### src/rtl/cover_toggle_collector.sv
// Toggle-coverage collector: records first hit of each cover point and drains
// each newly covered point once as an absolute index over a valid/ready stream.
module cover_toggle_collector #(
  parameter int unsigned WIDTH       = 130,
  parameter logic [63:0] COVER_INDEX = 64'd0,
  parameter int unsigned CNT_W       = $clog2(WIDTH + 1)
) (
  input  logic             clock,
  input  logic             reset,
  input  logic [WIDTH-1:0] valid,
  output logic             out_valid,
  input  logic             out_ready,
  output logic [63:0]      out_index,
  input  logic             clear_req,
  output logic             clear_ack,
  output logic [CNT_W-1:0] covered_count,
  output logic             all_covered
);

  localparam int unsigned IW = (WIDTH > 1) ? $clog2(WIDTH) : 1;

  typedef enum logic [1:0] {IDLE, SEND, CLEAR} state_t;

  state_t           state, state_nx;
  logic [WIDTH-1:0] covered, sent, pending, fresh;
  logic [IW-1:0]    sel, lo;
  logic             found;
  logic [CNT_W-1:0] hits;

  // Both bitmaps are registered, so a point cannot be pending in its capture cycle.
  assign pending = covered & ~sent;
  assign fresh   = valid & ~covered;

  always_comb begin
    found = 1'b0;
    lo    = '0;
    for (int unsigned i = 0; i < WIDTH; i++) begin
      if (pending[i] && !found) begin
        found = 1'b1;
        lo    = IW'(i);
      end
    end
  end

  always_comb begin
    hits = '0;
    for (int unsigned i = 0; i < WIDTH; i++) begin
      hits = hits + CNT_W'(fresh[i]);
    end
  end

  always_comb begin
    state_nx = state;
    case (state)
      IDLE:    if (clear_req) state_nx = CLEAR;
               else if (found) state_nx = SEND;
      SEND:    if (out_ready) state_nx = IDLE;
      CLEAR:   state_nx = IDLE;
      default: state_nx = IDLE;
    endcase
  end

  always_ff @(posedge clock) begin
    if (!reset) begin
      state         <= IDLE;
      covered       <= '0;
      sent          <= '0;
      sel           <= '0;
      out_index     <= '0;
      covered_count <= '0;
    end else begin
      state <= state_nx;
      if (state == CLEAR) begin
        covered       <= '0;
        sent          <= '0;
        covered_count <= '0;
      end else begin
        covered       <= covered | valid;
        covered_count <= covered_count + hits;
        if (state == IDLE && !clear_req && found) begin
          sel       <= lo;
          out_index <= COVER_INDEX + 64'(lo);
        end
        if (state == SEND && out_ready) sent[sel] <= 1'b1;
      end
    end
  end

  assign out_valid   = (state == SEND);
  assign clear_ack   = (state == CLEAR);
  assign all_covered = (covered_count == CNT_W'(WIDTH));

endmodule

### config.mk
export PLATFORM = sky130hd
export DESIGN_NAME = cover_toggle_collector
export DESIGN_NICKNAME = d
export VERILOG_FILES = /design/src/rtl/cover_toggle_collector.sv
export SDC_FILE = /design/constraint.sdc
export NUM_CORES = 1
export LEC_CHECK = 0
export CAP_MARGIN = 10
export CORE_MARGIN = 4
export CORE_UTILIZATION = 51
export DETAILED_ROUTE_END_ITERATION = 12
export PLACE_DENSITY = 0.77
export SLEW_MARGIN = 40
export SYNTH_ARGS = -nofsm -noshare
export SYNTH_HDL_FRONTEND = slang
export SYNTH_SLANG_ARGS = --single-unit
export TNS_END_PERCENT = 30
### constraint.sdc
create_clock -name clock -period 8.8 [get_ports clock]
set_input_delay 1.76 -clock clock [delete_from_list [all_inputs] [get_ports clock]]
set_output_delay 1.76 -clock clock [all_outputs]
set_load 0.01 [all_outputs]
Word-level counts from Yosys, hierarchy flattened
Cells that the tools add are included.
{"block": "op_classes", "n_reduce_logical": 267, "eq_ne": 5, "mux": 265, "n_lt_le_gt_ge": 2, "bitwise_logic": 8, "addsub": 130}
{"op": "2-to-1 mux 8 bit", "count": 128}
{"op": "adder 8 x 1 -> 8 bit", "count": 122}
{"op": "AND 130 bit", "count": 2}
{"op": "NOT 130 bit", "count": 2}
{"op": "bitwise OR 130 bit", "count": 2}
{"op": "logical AND 1 bit", "count": 133}
{"op": "2-to-1 mux 1 bit", "count": 132}
{"op": "zero test 1 bit", "count": 130}
{"op": "< comparator 8 x 9 -> 1 bit (second input constant)", "count": 1}
{"op": "adder 7 x 1 -> 8 bit", "count": 1}
{"op": "adder 8 bit", "count": 1}
{"op": "demux 1 bit (select 8 bit)", "count": 1}
{"op": "== test 8 bit (second input constant)", "count": 1}
{"op": ">= comparator 8 x 1 -> 1 bit (second input constant)", "count": 1}
{"op": "adder 6 x 1 -> 7 bit", "count": 1}
{"op": "adder 5 x 1 -> 6 bit", "count": 1}
{"op": "2-to-1 mux 2 bit", "count": 3}
{"op": "adder 4 x 1 -> 5 bit", "count": 1}
{"op": "adder 3 x 1 -> 4 bit", "count": 1}
{"op": "case mux 2 bit (2 select lines)", "count": 1}
{"op": "AND reduction 2 bit", "count": 2}
{"op": "adder 2 x 1 -> 3 bit", "count": 1}
{"op": "!= test 3 bit (second input constant)", "count": 1}
{"op": "adder 1 x 1 -> 2 bit", "count": 1}
{"op": "6 further kinds", "count": 7}
{"block": "word_totals", "reg_bits": 278, "word_cells": 682, "input_bits": 134, "output_inout_bits": 75}

Logic depth before layout (Yosys ltp)
{"block": "logic_depth", "ltp_word": 393, "depth_mapped": 27, "ltp_nobuf": 27}

Least setup slack after synthesis
OpenSTA, ideal clock, no wires.
{"block": "synth_timing", "path_kind": "input to register", "from": "in valid[112]", "to": "reg covered_count[6]", "setup_slack_ns": -0.044, "stages": 26, "path_buffers": 0, "required_time_ns": 8.672, "t_arrival_ns": 8.716, "cell_sequence": "nor2b_1 fa_1 inv_1 fa_1 inv_1 fa_1 inv_1 fa_1 fa_1 fa_1 inv_1 fa_1 inv_1 fa_1 fa_1 fa_1 inv_1 fa_1 fa_1 a21oi_1 o21bai_1 a21oi_1 nor2_1 nor2_1 xor2_1 nor2_1"}
{"block": "synth_between", "elab_chain_cells": 20}
{"item": "from (decl)", "line_no": "10", "rtl": "input logic [WIDTH-1:0] valid,"}
{"item": "AND 130 bit", "line_no": "32", "rtl": "assign fresh = valid & ~covered;"}
{"item": "adder 8 x 1 -> 8 bit (18 in a row)", "line_no": "48", "rtl": "hits = hits + CNT_W'(fresh[i]);"}
{"item": "adder 8 bit", "line_no": "79", "rtl": "covered_count <= covered_count + hits;"}
{"item": "to (signal assigned)", "line_no": "79"}
{"item": "to (decl)", "line_no": "16", "rtl": "output logic [CNT_W-1:0] covered_count,"}
Every way passes these cells.
A chain may end at the register's enable or synchronous reset.

Final worst setup path
Same ends and word-level chain as after synthesis.

==> results_dict.tcl <==
set metrics [dict create \
    slew_headroom 0.372 \
    fin_nets 2414 \
    die_h_um 188 \
    cts_root_buf "clkbuf_16" \
    worstPathRequired_ns 9.23 \
    layout_min_cycle_time_ns 8.62 \
    grt_max_degree 180 \
    synth_largest_area_cell "dfxtp_1" \
    cts_buffers 30 \
    synth_top_area_share 0.338 \
    drt_iter0_markers 1227 \
    synth_flop_cell "dfxtp_1" \
    tightest_slew_ns 0.942 \
    track_usage 0.331 \
    hold_path_class "reg -> reg" \
    finalCritPeriodShare 0.980 \
    drt-total-wl_um 60200 \
    ys_seq_area_frac 0.338 \
    insertion_delay_ns 0.58 \
    synth_area_leaders "dfxtp_1, fa_1, nor2_1" \
    die-width_um 188 \
    async_flop_share 0 \
    tritoncts "yes" \
    drc 0 \
    regToRegSetupSlack_ns 1.16 \
    design_area_mm2 0.0200 \
    ctsLongestPathBuffers 3 \
    arrival_ns 9.05 \
    die-area_mm2 0.0353 \
    finalMaxSlewViolations 0 \
    hold_violations 0 \
    synth.avg_cell_area_um2 8.43 \
    grt_pass1_vias 14100 \
    fill_cells 2673 \
    drive_above_1_share 0.0856 \
    yosysWarnings 0 \
    htree_levels 1 \
    synth_edf_count 0 \
    dpl-instance-area_mm2 0.0185 \
    hold_buffers 0 \
    area_growth_pct 21.1 \
    viasPerCell 5.69 \
    globalRouteOverflowTotal 0 \
    status "finished, final reports clean" \
    finalSetupViolCount 0 \
    cts.sinks 278 \
    synthesis.area_mm2 0.0165 \
    routedWlPerCell_um 23.6 \
    path_max_fanout 2 \
    antenna_found_initial 2 \
    ys_seq_elements 278 \
    fmax_mhz 116 \
    path_class "in -> reg" \
    drtPass1Iterations 6 \
    vias 14500 \
    end_kind "flip-flop" \
    num_rows 65 \
    ios 209 \
    synthCells 1956 \
    start_kind "input port" \
    cts.reportedPaths.clkPinSlew_ns 0.06 \
    grt_pass1_wl_um 88600 \
    dp_hpwl_um 46800 \
    start_util 0.520 \
    finClkSkew_ns 0.00956 \
    place.gp.congestion 1.00 \
    max-cap-violations 0 \
    ys_types 86 \
    core_mm2 0.0317 \
    port_buffers 152 \
    ant_nets 0 \
    diodes 0 \
]
## worst max-delay path, cell delays in order
cell and delay [ns]:
dlymetal6s2s_1 0.14, nor2b_4 0.13, fa_1 0.55, inv_2 0.06
fa_1 0.54, inv_1 0.06, fa_2 0.60, inv_2 0.05
fa_1 0.56, fa_1 0.45, fa_1 0.55, inv_1 0.05
fa_1 0.49, inv_1 0.05, fa_1 0.46, fa_1 0.51
fa_1 0.51, inv_1 0.05, fa_2 0.35, fa_2 0.36
a21oi_2 0.14, o21bai_1 0.11, a21oi_1 0.17, nor2_1 0.05
nor2_1 0.11, xor2_1 0.14, nor2_1 0.05
## worst paths after layout
kind,from,end,cells past startpoint
hold reg to reg,state[0]$_SDFFE_PN0P_,state[1]$_SDFFE_PN0P_,1
hold / removal,state[0]$_SDFFE_PN0P_,state[1]$_SDFFE_PN0P_,1
setup / recovery,valid[112],covered_count[6]$_SDFF_PP0_,27
setup reg to reg,covered[92]$_SDFF_PP0_,covered_count[6]$_SDFF_PP0_,25
## per-layer routing
| metal | track usage | share of wire | vias to the layer above |
|---|---|---|---|
| met2 | 0.561 | 0.48 | 626 |
| met1 | 0.439 | 0.41 | 7119 |
| met5 | 0 | 0.00020 | - |
| li1 | - | - | 6659 |
| met3 | 0.0588 | 0.076 | 115 |
| met4 | 0.0909 | 0.036 | 2 |
## cells by family after synthesis
| kind of cell | Yosys count | synth area share |
|---|---|---|
| compound gates | 264 | 0.0966 |
| xor+xnor | 10 | 0.00531 |
| simple gates | 1010 | 0.319 |
| buf+inv | 238 | 0.0686 |
| fa+ha+maj | 155 | 0.172 |
| other cells | 1 | 0.000228 |
| flops | 278 | 0.338 |
## cell type report
type                            instances  area (um2)  area share
Clock buffer                           37         828      0.0415
Tap cell                              402         503      0.0252
Sequential cell                       278        5570       0.279
Inverter                              135         507      0.0254
Timing Repair Buffer                  185        1920      0.0964
Clock inverter                         19         383      0.0192
Multi-Input combinational cell       1495       10200       0.513
## state kept, by name (all words and copies together), names as in the netlist
signal	count
covered	130
out_index	8
covered_count	8
sent	130
state	2
## cells in the final DEF, fill, tap and decap left out, drive strengths merged, types with 6 or more instances in the layout
cell type | synthesis | routed
nor2 | 472 | 472
dfxtp | 278 | 278
nand2b | 188 | 188
a21oi | 156 | 156
inv | 135 | 135
fa | 120 | 120
nor2b | 107 | 107
clkdlybuf4s50 | 0 | 97
conb | 1 | 56
dlymetal6s2s | 0 | 55
nand2 | 53 | 53
clkbuf | 39 | 37
nor3 | 36 | 36
ha | 35 | 35
nand3 | 34 | 34
buf | 64 | 33
nor4 | 26 | 26
nand4 | 25 | 25
o21ai | 21 | 21
a31oi | 18 | 18
and3 | 16 | 16
bufinv | 0 | 11
xnor2 | 8 | 8
and2 | 7 | 7
nand3b | 6 | 6
and4 | 6 | 6
nor3b | 6 | 6
a32oi | 6 | 6
or3 | 6 | 6
## synth_stat cells, types with 4 or more instances
library cell	n
fa_1	120
o21bai_1	5
nor3b_1	6
buf_2	4
a41oi_1	5
nand4b_1	4
nor2_1	471
nor3_1	27
buf_4	56
a32oi_1	6
xnor2_1	8
nor2b_4	4
inv_1	135
nand2b_1	187
nor4_4	4
a21oi_1	156
nand3_1	31
o2111ai_1	4
and2_1	6
or3_1	4
ha_1	35
nor3_4	4
clkbuf_1	39
and3_1	16
nand3b_1	6
nand2_1	52
o22ai_1	4
dfxtp_1	278
nor4_1	20
o21ai_0	18
and4_1	6
nor2b_1	103
nor3_2	5
o211ai_1	4
a31oi_1	17
nand4_1	22
## metrics by stage
stage | hold WS, ns | std cells | TNS, ns | setup slack (ns) | util
final | 0.445 | 2551 | 0 | 0.179 | 0.629
after global routing | 0.472 | 2551 | -0.0135 | -0.0135 | 0.629
after CTS | 0.449 | 2550 | 0 | 0.0419 | 0.622
after detailed placement | 0.438 | 2494 | -4.16 | -0.817 | 0.583
after global placement | 0.431 | 2492 | -3.86 | -0.801 | 0.580
after floorplan | 0.418 | 2011 | 0 | 0.00393 | -
## repair_timing
action                     CTS  global route
resized for setup           11            89
pin swaps                   16            59
setup buffers                0             1
setup endpoints to repair    4             4
Power is not shown: default switching activity piles up to over one toggle a cycle in this logic, so the estimate is an artifact.
